**config.mk**
```make
export PLATFORM = sky130hd
export DESIGN_NAME = pong_round_ctrl_flat
export DESIGN_NICKNAME = d
export VERILOG_FILES = /design/src/rtl/pong_round_ctrl_if.sv /design/src/rtl/pong_round_ctrl.sv /design/src/flat_wrapper.sv
export SDC_FILE = /design/constraint.sdc
export NUM_CORES = 1
export LEC_CHECK = 0
export CORE_MARGIN = 2
export CORE_UTILIZATION = 30
export CTS_BUF_LIST = sky130_fd_sc_hd__clkbuf_8
export DETAILED_ROUTE_END_ITERATION = 16
export GPL_TIMING_DRIVEN = 0
export RECOVER_POWER = 50
export SLEW_MARGIN = 20
export SYNTH_ARGS = -nofsm -noshare
export SYNTH_HDL_FRONTEND = slang
export SYNTH_SLANG_ARGS = --single-unit
```
**constraint.sdc**
```tcl
create_clock -name CLOCK_50 -period 1.7 [get_ports CLOCK_50]
set_input_delay 0.255 -clock CLOCK_50 [delete_from_list [all_inputs] [get_ports CLOCK_50]]
set_output_delay 0.255 -clock CLOCK_50 [all_outputs]
set_load 0.01 [all_outputs]
```
**src/rtl/pong_round_ctrl_if.sv**
```systemverilog
// Bundles the round controller's inputs (from the edge detector) and outputs (to ball/HUD logic).
interface pong_round_ctrl_if #(
  parameter int unsigned SCORE_W = 4
);
  logic               start;
  logic               frame_tick;
  logic               miss1;
  logic               miss2;
  logic               ball_load;
  logic               ball_run;
  logic               serve_dir;
  logic [SCORE_W-1:0] score1;
  logic [SCORE_W-1:0] score2;
  logic               game_over;
  logic               winner;
  logic [2:0]         state;

  modport master (
    output start, frame_tick, miss1, miss2,
    input  ball_load, ball_run, serve_dir, score1, score2, game_over, winner, state
  );

  modport slave (
    input  start, frame_tick, miss1, miss2,
    output ball_load, ball_run, serve_dir, score1, score2, game_over, winner, state
  );
endinterface

```
**src/rtl/pong_round_ctrl.sv**
```systemverilog
// Pong game sequencer: serve / play / point / game-over, with both scores kept here.
module pong_round_ctrl #(
  parameter int unsigned SCORE_W      = 4,
  parameter int unsigned WIN_SCORE    = 7,
  parameter int unsigned SERVE_FRAMES = 60,
  parameter int unsigned POINT_FRAMES = 30
) (
  input logic CLOCK_50,
  input logic Reset,
  pong_round_ctrl_if.slave bus
);

  localparam int unsigned MaxFrames = (SERVE_FRAMES > POINT_FRAMES) ? SERVE_FRAMES : POINT_FRAMES;
  localparam int unsigned TimerW    = (MaxFrames > 1) ? $clog2(MaxFrames) : 1;

  localparam logic [TimerW-1:0]  ServeLoad = TimerW'(SERVE_FRAMES - 1);
  localparam logic [TimerW-1:0]  PointLoad = TimerW'(POINT_FRAMES - 1);
  localparam logic [SCORE_W-1:0] WinVal    = SCORE_W'(WIN_SCORE);

  typedef enum logic [2:0] {
    StIdle  = 3'd0,
    StServe = 3'd1,
    StPlay  = 3'd2,
    StPoint = 3'd3,
    StOver  = 3'd4
  } state_e;

  state_e             state_q, state_d;
  logic [TimerW-1:0]  timer_q, timer_d;
  logic [SCORE_W-1:0] score1_q, score1_d;
  logic [SCORE_W-1:0] score2_q, score2_d;
  logic               dir_q, dir_d;
  logic               winner_q, winner_d;

  always_ff @(posedge CLOCK_50) begin
    if (Reset) begin
      state_q  <= StIdle;
      timer_q  <= '0;
      score1_q <= '0;
      score2_q <= '0;
      dir_q    <= 1'b0;
      winner_q <= 1'b0;
    end else begin
      state_q  <= state_d;
      timer_q  <= timer_d;
      score1_q <= score1_d;
      score2_q <= score2_d;
      dir_q    <= dir_d;
      winner_q <= winner_d;
    end
  end

  always_comb begin
    state_d  = state_q;
    timer_d  = timer_q;
    score1_d = score1_q;
    score2_d = score2_q;
    dir_d    = dir_q;
    winner_d = winner_q;

    case (state_q)
      StIdle, StOver: begin
        if (bus.start) begin
          state_d  = StServe;
          timer_d  = ServeLoad;
          score1_d = '0;
          score2_d = '0;
        end
      end
      StServe: begin
        if (bus.frame_tick) begin
          if (timer_q == '0) begin
            state_d = StPlay;
          end else begin
            timer_d = timer_q - 1'b1;
          end
        end
      end
      StPlay: begin
        // Leaving PLAY on the first miss cycle is what makes a held miss score once.
        if (bus.miss1) begin
          score2_d = (score2_q == WinVal) ? score2_q : score2_q + 1'b1;
          dir_d    = 1'b0;
          state_d  = StPoint;
          timer_d  = PointLoad;
        end else if (bus.miss2) begin
          score1_d = (score1_q == WinVal) ? score1_q : score1_q + 1'b1;
          dir_d    = 1'b1;
          state_d  = StPoint;
          timer_d  = PointLoad;
        end
      end
      StPoint: begin
        if (bus.frame_tick) begin
          if (timer_q == '0) begin
            if (score1_q == WinVal) begin
              state_d  = StOver;
              winner_d = 1'b0;
            end else if (score2_q == WinVal) begin
              state_d  = StOver;
              winner_d = 1'b1;
            end else begin
              state_d = StServe;
              timer_d = ServeLoad;
            end
          end else begin
            timer_d = timer_q - 1'b1;
          end
        end
      end
      default: state_d = StIdle;
    endcase
  end

  assign bus.ball_load = (state_q != StPlay) && (state_q != StPoint);
  assign bus.ball_run  = (state_q == StPlay);
  assign bus.game_over = (state_q == StOver);
  assign bus.serve_dir = dir_q;
  assign bus.score1    = score1_q;
  assign bus.score2    = score2_q;
  assign bus.winner    = winner_q;
  assign bus.state     = state_q;

endmodule

```
**src/flat_wrapper.sv**
```systemverilog
// flat-port wrapper written by rule: the top's interface ports become plain ports
module pong_round_ctrl_flat 
#(
  parameter int unsigned SCORE_W      = 4,
  parameter int unsigned WIN_SCORE    = 7,
  parameter int unsigned SERVE_FRAMES = 60,
  parameter int unsigned POINT_FRAMES = 30
)
  (CLOCK_50, Reset, bus_start, bus_frame_tick, bus_miss1, bus_miss2, bus_ball_load, bus_ball_run, bus_serve_dir, bus_score1, bus_score2, bus_game_over, bus_winner, bus_state);
  pong_round_ctrl_if #(.SCORE_W(SCORE_W)) bus_i ();
  input logic CLOCK_50;
  input logic Reset;
  input wire logic [$bits(bus_i.start)-1:0] bus_start;
  input wire logic [$bits(bus_i.frame_tick)-1:0] bus_frame_tick;
  input wire logic [$bits(bus_i.miss1)-1:0] bus_miss1;
  input wire logic [$bits(bus_i.miss2)-1:0] bus_miss2;
  output wire logic [$bits(bus_i.ball_load)-1:0] bus_ball_load;
  output wire logic [$bits(bus_i.ball_run)-1:0] bus_ball_run;
  output wire logic [$bits(bus_i.serve_dir)-1:0] bus_serve_dir;
  output wire logic [$bits(bus_i.score1)-1:0] bus_score1;
  output wire logic [$bits(bus_i.score2)-1:0] bus_score2;
  output wire logic [$bits(bus_i.game_over)-1:0] bus_game_over;
  output wire logic [$bits(bus_i.winner)-1:0] bus_winner;
  output wire logic [$bits(bus_i.state)-1:0] bus_state;
  assign bus_i.start = bus_start;
  assign bus_i.frame_tick = bus_frame_tick;
  assign bus_i.miss1 = bus_miss1;
  assign bus_i.miss2 = bus_miss2;
  assign bus_ball_load = bus_i.ball_load;
  assign bus_ball_run = bus_i.ball_run;
  assign bus_serve_dir = bus_i.serve_dir;
  assign bus_score1 = bus_i.score1;
  assign bus_score2 = bus_i.score2;
  assign bus_game_over = bus_i.game_over;
  assign bus_winner = bus_i.winner;
  assign bus_state = bus_i.state;
  pong_round_ctrl #(.SCORE_W(SCORE_W), .WIN_SCORE(WIN_SCORE), .SERVE_FRAMES(SERVE_FRAMES), .POINT_FRAMES(POINT_FRAMES)) u_core (.CLOCK_50(CLOCK_50), .Reset(Reset), .bus(bus_i));
endmodule
```
# Word level (Yosys, flattened, before mapping)
# Index checks and enable logic that the tools add are counted.
[classes] shifts=0 reduce_logical=14 add_sub_neg=3 multipliers=0 n_lt_le_gt_ge=0 bitwise=0 muxes=32 n_eq_ne=22 n_div=0
[ops] op="$mux W6" n=9
[ops] op="$mux W3" n=9
[ops] op="$mux W4" n=6
[ops] op="$pmux W6 S4" n=1
[ops] op="$ne A2 B2 Y1 const B" n=9
[ops] op="$pmux W4 S2" n=2
[ops] op="$pmux W3 S4" n=1
[ops] op="$ne A3 B3 Y1 const B" n=3
[ops] op="$add A4 B1 Y4 const B" n=2
[ops] op="$eq A4 B3 Y1 const B" n=2
[ops] op="$reduce_and A4 Y1" n=2
[ops] op="$reduce_and A8 Y1" n=1
[ops] op="$eq A3 B2 Y1 const B" n=2
[ops] op="$logic_not A6 Y1" n=1
[ops] op="$ne A3 B2 Y1 const B" n=2
[ops] op="$reduce_and A6 Y1" n=1
[ops] op="$reduce_bool A2 Y1" n=3
[ops] op="$sub A6 B1 Y6 const B" n=1
[ops] op="$reduce_and A5 Y1" n=1
[ops] op="$mux W1" n=4
[ops] op="$ne A2 B1 Y1 const B" n=2
[ops] op="$reduce_bool A4 Y1" n=1
[ops] op="$eq A3 B1 Y1 const B" n=1
[ops] op="$eq A3 B3 Y1 const B" n=1
[ops] op="other kinds (4)" n=4
[totals] n_memories=0 romBits=0 out_inout_bits=16 latch_bits=0 mem_bits_rw=0 register_bits=19 wordCells=77 inputBits=6

# Logic depth before layout (Yosys ltp)
# Gate-level depths: netlist (run 1).
[logic_depth] word_depth=6 ltp_mapped=7 mapped_depth_nobuf=7

# Least setup slack after synthesis (run 1)
# OpenSTA, ideal clock, no wires.
[synth_timing] kind="register to register" from="register u_core.timer_q[0]" to="register u_core.timer_q[0]" synth_period_minus_slack_ns=1.746 path_stages_with_launch=8 setup_ns=0.078 path_buffers=0 setup_slack_ns=-0.046 required_ns=1.622 arrival_time_ns=1.668 path_cell_list="dfxtp_1 inv_1 ha_1 or4b_4 o21ai_4 a211oi_4 and4_1 nor3_1"
[synth_via] elab_chain_len=4 word_cells_on_any_way=11 cone_classes="add/sub (1); eq/ne (3); mux (5); reduce/logical (2)"
[synth_lines] element="from (decl)" line_no="pong_round_ctrl.sv:29" source="logic [TimerW-1:0] timer_q, timer_d;"
[synth_lines] element="from (signal assigned)" line_no="pong_round_ctrl.sv:45" source="timer_q <= timer_d;"
[synth_lines] element="$sub A6 B1 Y6 or $logic_not A6 Y1 (tied branches)"
[synth_lines] element="$mux W6 (on tied branches)" line_no="pong_round_ctrl.sv:95, pong_round_ctrl.sv:72"
[synth_lines] element="$mux W6 (on tied branches)" line_no="pong_round_ctrl.sv:94, pong_round_ctrl.sv:71"
[synth_lines] element="$pmux W6 S4" line_no="pong_round_ctrl.sv:61" source="case (state_q)"
# Several ways; a longest one is shown, not always the timed one. The select of a mux whose other input is x is not followed.
# A chain may end at the register's enable or synchronous reset.

# Worst setup path after layout (run 1)
[layout_timing] from="register u_core.timer_q[0]" to="register u_core.timer_q[5]"
# Same word-level chain as after synthesis.

==> results.json, run 1 <==
{
  "status": "complete, but fails checks",
  "violations": "negative setup slack",
  "max_stage_delay_ns": 0.43,
  "maxCapViolCount": 0,
  "synthFlopType": "dfxtp_1",
  "ant_nets": 0,
  "worstSkewPairLatency_ns": 0.26,
  "root_buffer": "clkbuf_8",
  "avgViaCountPerCell": 4.972,
  "place_ws_ns": -0.4190,
  "min_period_over_period_pct": 105.3,
  "synth_fp_nets": 141,
  "vias": 1084,
  "fp.dieW_um": 64.82,
  "setup_tns_ns": -0.5246,
  "n_antenna_cell": 0,
  "synth-seq-cells": 19,
  "io_pins": 22,
  "holdWs_ns": 0.4600,
  "setup_viol": 9,
  "critical_path_class": "reg -> reg",
  "synth_top_area_share_pct": 34.27,
  "htreeDepth": 1,
  "rsz0062_at_grt": "yes",
  "endpoint_kind": "flip-flop",
  "cts_made_buffers": 3,
  "power.density_nw_per_um2": 733.6,
  "hold_path_class": "in -> reg",
  "dr.first_iter.drc_count": 81,
  "yosysWarnings": 0,
  "seq_area_frac_synth_pct": 34.27,
  "critPathRequiredTime_ns": 1.87,
  "slew_headroom_pct": 64.24,
  "clock-skew-final_ns": 0.001466,
  "synth.largest_area_cell": "dfxtp_1",
  "tightest_slew_ns": 0.5364,
  "die_h_um": 64.82,
  "cts_tree": "done",
  "nets": 180,
  "yosys-top-cells-area": "dfxtp_1, nor2_1, a21oi_1",
  "fmax_ghz": 0.5587,
  "cts_buffer_depth": 2,
  "p_total_mw": 1.223,
  "routed_wirelength_um": 2970,
  "drive_gt1_share_pct": 29.41,
  "start_util_pct": 30.78,
  "yosysUniqueCellTypes": 43,
  "cp_slowest_cell": "or3_1",
  "grt_start_max_net_pins": 12,
  "synth_commonest_cells": "dfxtp_1, nor2_1, a21oi_1, nand2_1, inv_1",
  "drc": 0,
  "core_um2": 3606,
  "clock_sinks": 19,
  "setup_ws_ns": -0.08987,
  "hpwl_um": 1986,
  "maxSlewViolCount": 0,
  "syn_avg_cell_area_um2": 8.408,
  "firstDrtPassIters": 4,
  "grt_usage_pct": 15.78,
  "p_leak_nw": 0.6385,
  "mappedNetlistArea_um2": 1110,
  "yosys.cell_count.top_type": "dfxtp_1",
  "port_buffers": 20,
  "antenna_found_initial": 0,
  "gp_routability_congestion": 0.8561,
  "synth_edf_count": 0,
  "grt_pass1_vias": 1088,
  "crit_path_cell_trace": "buf_4, or3_1, a2111oi_1, o21ai_0, a311oi_1",
  "num_rows": 22,
  "cts_hold_buf": 0,
  "grt_pass1_wl_um": 5119,
  "synthCells": 132,
  "arrival_ns": 1.96,
  "synthToLayoutAreaGrowth_pct": 50.17,
  "finalHoldViolations": 0,
  "gr-total-overflow": 0,
  "ys_async_sr_fraction_pct": 0,
  "detail_route.wl_per_cell_um": 13.62,
  "dieArea_um2": 4202,
  "path_max_fanout": 4,
  "finalCriticalPeriod_ns": 1.790,
  "clk_pin_slew_worst_paths_ns": 0.08,
  "ir_drop_uv": 596.1,
  "cp-start-kind": "flip-flop"
}
cells by family (layout without fill, tap and decap cells):
group	count (synthesis)	after routing	share of synthesized area (%)
simple gates	57	57	27.85
buf+inv	11	49	4.285
fa+ha+maj	3	3	3.383
compound gates	32	32	21.99
flops	19	19	34.27
mux	3	3	2.706
xor+xnor	7	7	5.524
state kept, by name, summed over array words and instances, names as in the netlist:
name	flops
u_core.timer_q	6
u_core.bus.score1	4
u_core.bus.score2	4
u_core.bus.state	3
u_core.bus.serve_dir	1
u_core.bus.winner	1
layer usage:
metal	GRT usage, %	vias to the layer above	wire (um)
li1	-	553	-
met2	26.29	21	1440
met4	3.457	0	9
met3	3.819	2	96
met1	20.58	508	1423
met5	0	-	0
where the power goes:
part | switching, mW | internal (mW)
registers | 0.0391 | 0.471
clock network | 0.161 | 0.163
logic | 0.188 | 0.200
total | 0.389 | 0.834
worst max-delay path, delay by kind of cell, from the launching register on:
family	cells	cell delay, ns
AOI/OAI and AO/OA	3	0.81
and+or+nand+nor	1	0.43
DFF	1	0.33
buffers and inverters	1	0.13
path summary, 6_finish.rpt:
check	startpoint	endpoint	slack [ns]	cells after the start
worst max-delay path	u_core.timer_q[0]	u_core.timer_q[5]	-0.09	5
worst min-delay path	bus_miss1	u_core.bus.serve_dir	0.46	2
worst max register to register	u_core.timer_q[0]	u_core.timer_q[5]	-0.09	5
worst min register to register	u_core.bus.score2[1]	u_core.bus.score2[1]	0.48	2
cell type report:
type	instances	area, um2
well taps	48	60.06
multi-input cells	102	773.2
clock buffers	3	41.29
inverters	6	22.52
flip-flops and latches	19	394.1
repair buffers	34	329.1
clock inverters	1	5.005
fillers	343	1939
plain buffers	5	41.29
placed cells by master, fill, tap and decap left out, types with 5 or more instances in the layout:
master | netlist | layout
a21oi_1 | 10 | 10
buf_4 | 1 | 8
buf_6 | 0 | 8
clkdlybuf4s50_1 | 0 | 10
dfxtp_1 | 19 | 12
dfxtp_2 | 0 | 5
dlygate4sd3_1 | 0 | 6
nand2_1 | 9 | 9
nor2_1 | 18 | 18
xor2_1 | 5 | 5
stage by stage:
step	util [%]	instance area, um2	std cells
after floorplan	-	1135	132
after global placement	38.69	1395	200
after detailed placement	38.69	1395	200
after CTS	43.68	1575	215
after global routing	46.22	1667	218
final	46.22	1667	218
repair_timing:
| item | in CTS | in global routing |
|---|---|---|
| resized for setup | 18 | 20 |
| endpoints found under the setup margin | 14 | 16 |
| cloned | 1 | 0 |
| setup buffers | 12 | 3 |
| pin swaps | 9 | 2 |
Note: power is estimated with default switching activity, not from simulation.
==> run 2: changes to the inputs <==
Settings changed: CAP_MARGIN from default to 30, CTS_CLUSTER_DIAMETER from default to 100.
==> results of run 2 <==
The final DEF is identical to that of run 1; final timing and power are the same.
